==> config.mk <==
export PLATFORM = sky130hd
export DESIGN_NAME = scan
export DESIGN_NICKNAME = d
export VERILOG_FILES = /design/src/rtl/scan.sv
export SDC_FILE = /design/constraint.sdc
export NUM_CORES = 1
export LEC_CHECK = 0
export ABC_AREA = 1
export CAP_MARGIN = 30
export CORE_AREA = 2 2 39 41
export CTS_BUF_LIST = sky130_fd_sc_hd__clkbuf_16
export DETAILED_ROUTE_END_ITERATION = 6
export DIE_AREA = 0 0 41 43
export MAX_ROUTING_LAYER = met4
export SYNTH_ARGS = -nofsm -noshare
export SYNTH_HDL_FRONTEND = slang
export SYNTH_SLANG_ARGS = --single-unit
==> constraint.sdc <==
create_clock -name clk -period 1.27 [get_ports clk]
set_input_delay 0.254 -clock clk [delete_from_list [all_inputs] [get_ports clk]]
set_output_delay 0.254 -clock clk [all_outputs]
set_load 0.05 [all_outputs]
==> src/rtl/scan.sv <==
// scan: time-multiplexed digit scanner for a common-bus 7-segment/BCD display.
// Presents one 4-bit digit at a time on a shared bus together with a one-hot
// enable for the matching digit position. Each digit is held for DIV clocks.
//
// Ports:
//   clk        system scan clock, rising edge
//   clrn       asynchronous reset, active-high (outputs forced to zero while high)
//   datain     packed digits, digit k = datain[4k+3:4k], digit 0 least significant
//   scan_data  value of the currently selected digit
//   scan_en    one-hot digit enable, bit k enables digit k
module scan #(
  parameter int N_DIGITS = 3,
  parameter int DIV      = 1,
  parameter int BLANK_LZ = 0
) (
  input  logic                    clk,
  input  logic                    clrn,
  input  logic [4*N_DIGITS-1:0]   datain,
  output logic [3:0]              scan_data,
  output logic [N_DIGITS-1:0]     scan_en
);

  localparam int SW = (N_DIGITS > 1) ? $clog2(N_DIGITS) : 1;
  localparam int CW = (DIV > 1) ? $clog2(DIV) : 1;
  localparam logic [SW-1:0] SEL_MAX = SW'(N_DIGITS - 1);
  localparam logic [CW-1:0] CNT_MAX = CW'(DIV - 1);

  logic [SW-1:0]       sel;
  logic [CW-1:0]       cnt;
  logic [N_DIGITS-1:0] zero_from;
  logic [3:0]          digit;
  logic [N_DIGITS-1:0] onehot;
  logic                blank;

  always_ff @(posedge clk or posedge clrn) begin
    if (clrn) begin
      sel <= '0;
      cnt <= '0;
    end else if (sel > SEL_MAX) begin
      // unreachable in normal operation; recover to the first slot
      sel <= '0;
      cnt <= '0;
    end else if (cnt == CNT_MAX) begin
      cnt <= '0;
      sel <= (sel == SEL_MAX) ? '0 : sel + 1'b1;
    end else begin
      cnt <= cnt + 1'b1;
    end
  end

  // zero_from[k]: digits k..N_DIGITS-1 are all zero (digit k is a leading zero)
  for (genvar k = 0; k < N_DIGITS; k++) begin : g_zero
    assign zero_from[k] = (datain[4*N_DIGITS-1:4*k] == '0);
  end

  always_comb begin
    digit  = '0;
    onehot = '0;
    blank  = 1'b0;
    for (int k = 0; k < N_DIGITS; k++) begin
      if (sel == SW'(k)) begin
        digit     = datain[4*k +: 4];
        onehot[k] = 1'b1;
        // digit 0 is never blanked so a zero value still shows "0"
        blank     = (BLANK_LZ != 0) && (k != 0) && zero_from[k];
      end
    end
    if (clrn || blank) begin
      scan_en   = '0;
      scan_data = '0;
    end else begin
      scan_en   = onehot;
      scan_data = digit;
    end
  end

endmodule

==> flow_summary_export.csv, run 1 <==
group,metric,value,unit
sta,slew_violations,0,
logic_synthesis,synth_nets,50,
sta,min_period_over_period,123,%
grt,grt_max_degree,7,
clock_network,clkLatencyLatePin,0.22,ns
setup_path,path_cells,"buf_12 -> nor2_8 -> nand2_1 -> nand3_2 -> nand2_2 -> clkinvlp_4 -> buf_12",
layout,layout_commonest_cell,"clkdlybuf4s50_1",
grt,globalRouteTotalUtil,13.2,%
logic_synthesis,yosysUniqueCellTypes,9,
layout,fillers,130,
logic_synthesis,yosysTopAreaCell,"nand3_1",
layout,design_area,771,µm²
floorplanning,start_util,16.5,%
logic_synthesis,yosysSeqAreaShare,22.0,%
sta,setup_violations,7,
grt,grt_pass1_vias,378,
layout,final_nets,84,
sta,rsz0062_at_grt,"true",
drt,drc,0,
setup_path,worst_ep_arrival_time,1.31,ns
layout,drive_above_1_share,57.4,%
outcome,outcome,"finished with violations",
sta,setup_ws,-0.297,ns
grt,grt_pass1_wl,1510,µm
worst_hold_path,hp-class,"in -> async",
power_and_ir_drop,p_leak,0.000320,µW
setup_path,rrSetupSlack,0.33,ns
grt,antenna_found_initial,0,
setup_path,path_common_cell,"buf_12",
drt,dr.pass1.iters,4,
logic_synthesis,synth_top_cell_area_share,26.4,%
setup_path,critPathKind,"reg -> out",
floorplanning,die-area,0.00176,mm²
layout,syn2layout_area_growth,238,%
layout,n_antenna_cell,0,
layout,regMostFlops,"sel",
sta,worstMarginPinSlew,0.242,ns
setup_path,reg2reg_depth,4,
floorplanning,io_pins,21,
outcome,violations,"negative setup slack",
clock_network,cts_hold_buf,0,
sta,finalHoldViolations,0,
run,cap_violations,0,
placed_design,pre_cts_ws,-0.237,ns
sta,fin_worst_skew,0.00166,ns
placed_design,portBuffers,20,
sta,slew_headroom,83.8,%
drt,initialDrtViolationCount,4,
clock_network,cts_num_sinks,2,
logic_synthesis,yosysWarnings,0,
power_and_ir_drop,ir_drop,0.000530,V
sta,hold_ws,0.336,ns
placed_design,hpwl,622,µm
floorplanning,core_region_area,0.00138,mm²
setup_path,worst_path_max_delay_cell,"dfrtp_2",
clock_network,clk_path_buf_depth,2,
setup_path,critical_path_required,1.02,ns
placed_design,gp_congestion,0.638,
floorplanning,die_w,41,µm
setup_path,worst_setup_path_start_kind,"flop",
setup_path,r2r_start,"sel[1]$_DFF_PP0_",
clock_network,cts_max_level,1,
logic_synthesis,syn_avg_cell_area,6.33,µm²
logic_synthesis,synth.area.top_cells,"nand3_1 26%, dfrtp_1 22%, nand2_1 13%",
logic_synthesis,synth_area,228,µm²
logic_synthesis,synth_cells,36,
layout,final_cell_mix,"12 x clkdlybuf4s50_1, 9 x nand3_1, 8 x buf_12, 7 x buf_6",
setup_path,path_max_fanout,5,
sta,min_period,1.57,ns
clock_network,cts_root_buffer,"clkbuf_16",
grt,grt-ovfl-total,0,
clock_network,cts.clk_slew.worst_paths,0.03,ns
sta,timing.fmax,638,MHz
power_and_ir_drop,powerDensity,881,mW/mm²
drt,final_antenna_net_count,0,
floorplanning,die_h,43,µm
layout,reg_top3,"sel (2)",
drt,vias_per_cell,4.19,
setup_path,slowest_delay,0.43,ns
drt,wl_per_cell,9.85,µm
drt,dr_total_vias,352,
logic_synthesis,ys_seq_elements,2,
layout,largest_reg_flops,2,
placed_design,place_area,619,µm²
drt,totalWireLength,827,µm
clock_network,cts_tree,"yes",
setup_path,r2r-end,"sel[0]$_DFF_PP0_",
clock_network,cts_buffers,3,
setup_path,worstSetupEndpointType,"output port",
floorplanning,placementRows,14,
-- report_power, final --
part,switching (µW),total [µW],internal (µW)
combinational,64.0,147,83.0
clock,67.6,468,400
sequential,0,64.2,64.2
total,132,679,547
-- kinds of logic (layout without fill, tap and decap cells) --
logic type	after synthesis	in the layout	share of synthesized area (%)
AND/OR/NAND/NOR	25	25	56.6
buffers and inverters	9	41	21.4
flip-flops	2	2	22.0
-- timing repair --
| action | 4_1_cts | 5_1_grt |
|---|---|---|
| endpoints found under the setup margin | 7 | 7 |
| resized for setup | 16 | 4 |
| buffers inserted | 1 | 0 |
| pin swaps | 5 | 2 |
| gates cloned | 0 | 0 |
| hold endpoints to repair | 0 | 0 |
-- critical path, delay by kind of cell, from the launching register on --
kind	cells	cell delay [ns]
flops	1	0.43
simple gates	4	0.29
buf+inv	3	0.36
-- cells in the mapped netlist --
cell,count
nand3_1,12
inv_1,5
inv_2,2
nor2_8,1
nor3_1,3
buf_6,2
dfrtp_1,2
nand2_1,8
nor2_1,1
-- how the worst max path moves through the flow --
stage / cells past startpoint / endpoint / start
after global routing: 7 / scan_data[0] / sel[0]$_DFF_PP0_
after CTS: 7 / scan_data[0] / sel[1]$_DFF_PP0_
after floorplan: 2 / scan_en[0] / sel[1]$_DFF_PP0_
after global placement: 4 / scan_en[1] / clrn
after detailed placement: 4 / scan_en[0] / clrn
final: 7 / scan_data[0] / sel[1]$_DFF_PP0_
-- final cells by class --
class	count	area, µm²	area share (%)
well taps	16	20.0	2.60
clock buffers	3	75.1	9.74
flip-flops and latches	2	51.3	6.66
inverters	7	46.3	6.01
multi-input cells	25	188	24.4
repair buffers	31	390	50.6
-- layer usage --
metal	vias to the layer above	track usage [%]	share of wire, %
met3	0	4.71	5.9
met5	-	-	0
met1	159	16.5	41
met2	11	18.4	53
li1	182	-	-
met4	0	6.00	0
-- per-stage QoR --
step / std cells / util (%) / power, µW / setup TNS [ns]
floorplan: 36 / - / 117 / -0.273
global placement: 80 / 44.8 / 203 / -1.40
detailed placement: 80 / 44.8 / 204 / -1.49
CTS: 84 / 54.4 / 683 / -1.76
global route: 84 / 55.7 / 699 / -1.90
finish: 84 / 55.7 / 679 / -1.61
Power figures use the tool's default switching activity.
==> run 2: changes to the inputs <==
==> constraint.sdc (replaced) <==
create_clock -name clk -period 1.25 [get_ports clk]
set_input_delay 0.25 -clock clk [delete_from_list [all_inputs] [get_ports clk]]
set_output_delay 0.25 -clock clk [all_outputs]
set_load 0.05 [all_outputs]
==> results of run 2 <==
The final DEF is identical to that of run 1. Status: finished with violations: negative setup slack.
Main changes from that run: setup slack after placement -0.237 ns -> -0.249 ns; setup slack after layout -0.297 ns -> -0.313 ns; setup TNS -1.61 ns -> -1.72 ns; hold slack 0.336 ns -> 0.332 ns; register-to-register setup slack 0.33 ns -> 0.31 ns; total power 679 µW -> 690 µW; worst IR drop on VDD 0.000530 V -> 0.000538 V
==> run 3: changes to the inputs <==
--- a/config.mk
+++ b/config.mk
@@ -5,7 +5,7 @@
 export SDC_FILE = /design/constraint.sdc
 export NUM_CORES = 1
 export LEC_CHECK = 0
-export ABC_AREA = 1
+export ABC_AREA = 0
 export CAP_MARGIN = 30
 export CORE_AREA = 2 2 39 41
 export CTS_BUF_LIST = sky130_fd_sc_hd__clkbuf_16
==> flow_summary_export.csv, run 3 <==
group,metric,value,unit
floorplanning,core_region_area,0.00138,mm²
logic_synthesis,synth_top_cell_area_share,26.7,%
grt,grt_max_degree,7,
sta,slew_violations,0,
floorplanning,start_util,17.6,%
floorplanning,die-area,0.00176,mm²
outcome,violations,"negative setup slack",
layout,design_area,744,µm²
placed_design,portBuffers,20,
floorplanning,die_h,43,µm
drt,dr_wl_met3,37,µm
floorplanning,io_pins,21,
layout,drive_above_1_share,59.6,%
clock_network,cts_root_buffer,"clkbuf_16",
drt,wl_met1,314,µm
logic_synthesis,synth_most_common_cell,"inv_1",
sta,fin_worst_skew,0.000462,ns
layout,final_nets,68,
setup_path,worstSetupEndpointType,"output port",
logic_synthesis,yosysTopAreaCell,"o32ai_2",
logic_synthesis,synth-edff-count,0,
sta,slew_headroom,82.4,%
clock_network,cts_num_sinks,2,
drt,top_layer,"met3",
setup_path,critical_path_required,1.00,ns
outcome,outcome,"finished with violations",
logic_synthesis,ys_seq_elements,2,
clock_network,clkLatencyLatePin,0.22,ns
setup_path,critPathKind,"reg -> out",
sta,min_period_over_period,125,%
layout,instances_no_fill,68,
power_and_ir_drop,share_comb_of_total_power,24.2,%
clock_network,cts_max_level,1,
floorplanning,die_w,41,µm
sta,hold_ws,0.326,ns
sta,setup_tns,-1.77,ns
logic_synthesis,yosysSeqAreaShare,20.5,%
logic_synthesis,yosysWarnings,0,
placed_design,dp_cells,62,
logic_synthesis,synth_cells,24,
drt,initialDrtViolationCount,0,
setup_path,worst_ep_arrival_time,1.32,ns
grt,grt_pass1_vias,285,
placed_design,place_area,583,µm²
clock_network,cts.clk_slew.worst_paths,0.03,ns
placed_design,gp_congestion,0.633,
clock_network,cts_hold_buf,0,
floorplanning,placementRows,14,
drt,final_antenna_net_count,0,
layout,regMostFlops,"sel",
power_and_ir_drop,powerDensity,971,mW/mm²
power_and_ir_drop,p_sw,154,µW
logic_synthesis,yosys-top-cells-count,"5 x inv_1, 4 x mux2i_1, 4 x o32ai_2",
sta,rsz0062_at_grt,"true",
logic_synthesis,yosysUniqueCellTypes,11,
grt,globalRouteTotalUtil,11.0,%
sta,setup_ws,-0.316,ns
sta,min_period,1.57,ns
grt,antenna_found_initial,0,
logic_synthesis,synth_area,244,µm²
layout,final_cell_mix,"12 x clkdlybuf4s50_1, 6 x buf_12, 6 x buf_4, 5 x inv_1",
logic_synthesis,synth.area.top_cells,"o32ai_2 27%, dfrtp_1 21%, mux2i_1 16%",
sta,worstMarginPinSlew,0.265,ns
layout,syn2layout_area_growth,205,%
clock_network,clk_path_buf_depth,2,
clock_network,cts_buffers,3,
sta,finalHoldViolations,0,
layout,layout_commonest_cell,"clkdlybuf4s50_1",
sta,timing.fmax,639,MHz
power_and_ir_drop,p_leak,0.000298,µW
logic_synthesis,async_reset_ff_share,100,%
drt,vias_per_cell,4.21,
drt,route.met2.wl,479,µm
setup_path,reg2reg_depth,2,
power_and_ir_drop,p_int,568,µW
layout,fillers,107,
placed_design,hpwl,627,µm
layout,reg_top3,"sel (2)",
worst_hold_path,hp-class,"in -> async",
drt,wl_per_cell,12.2,µm
setup_path,path_max_fanout,6,
drt,dr_total_vias,286,
layout,largest_reg_flops,2,
placed_design,pre_cts_ws,-0.392,ns
power_and_ir_drop,swShare,21.4,%
drt,totalWireLength,831,µm
logic_synthesis,syn_avg_cell_area,10.2,µm²
layout,n_antenna_cell,0,
run,cap_violations,0,
sta,setup_violations,7,
power_and_ir_drop,seqPwrFrac,9.0,%
power_and_ir_drop,ir_drop,0.000438,V
clock_network,cts_tree,"yes",
drt,drc,0,
drt,dr.pass1.iters,1,
logic_synthesis,synth-main-ff-cell,"dfrtp_1",
logic_synthesis,synth_nets,38,
grt,grt_pass1_wl,1220,µm
setup_path,worst_setup_path_start_kind,"flop",
power_and_ir_drop,clkPwrFrac,66.7,%
grt,grt-ovfl-total,0,
## run 3: cell types whose count changed after synthesis, moves of 2 or more
cell     before  now
nand3_1      12    0
mux2i_1       0    4
nand2_1       8    0
o32ai_2       0    4
nor3_1        3    1
inv_2         2    0
## run 3: timing repair
item,CTS,global route
pin swaps,5,2
buffers inserted,3,0
resized for setup,11,2
endpoints found under the setup margin,7,7
## run 3: worst max-delay path, stage by stage (launching register included)
cell,delay (ns)
dfrtp_2,0.42
nand2b_4,0.21
o32ai_4,0.28
buf_12,0.18
## run 3: layout make-up
type | instances | area, µm² | area share (%)
Clock buffer | 3 | 75.1 | 10.1
Multi-Input combinational cell | 15 | 263 | 35.3
Sequential cell | 2 | 51.3 | 6.89
Timing Repair Buffer | 27 | 317 | 42.5
Tap cell | 16 | 20.0 | 2.69
Inverter | 5 | 18.8 | 2.52
## run 3: cell families after synthesis
kind of cell    synth area share (%)
simple gates                    19.5
buf+inv                         16.9
compound gates                  26.7
mux                             16.4
flops                           20.5
## run 3: path summary, 6_finish.rpt
check                                      start               end  slack, ns
max in group asynchronous                   clrn  sel[0]$_DFF_PP0_       0.83
worst max register to register  sel[1]$_DFF_PP0_  sel[1]$_DFF_PP0_       0.45
worst min-delay path                        clrn  sel[0]$_DFF_PP0_       0.33
worst max-delay path            sel[0]$_DFF_PP0_      scan_data[1]      -0.32
worst min register to register  sel[0]$_DFF_PP0_  sel[0]$_DFF_PP0_       0.48
min in group clk                sel[0]$_DFF_PP0_  sel[0]$_DFF_PP0_       0.48
## run 3: power groups by stage
stage                     Clock, µW  Sequential (µW)  Combinational (µW)
after detailed placement          0             65.9                 160
after CTS                       489             65.2                 173
after floorplan                   0             65.9                77.2
final                           482             65.2                 175
after global routing            495             65.2                 183
after global placement            0             65.9                 158
## run 3: metal layers
layer  up-vias  GRT usage [%]
li1        140              -
met1       131           12.9
met2        15           16.9
met3         0          0.524
met4         0           8.00
met5         -              -
## run 3: metrics by stage
step / util (%) / power [µW]
global route: 53.8 / 743
finish: 53.8 / 723
detailed placement: 42.1 / 226
global placement: 42.1 / 224
floorplan: - / 143
CTS: 52.9 / 727
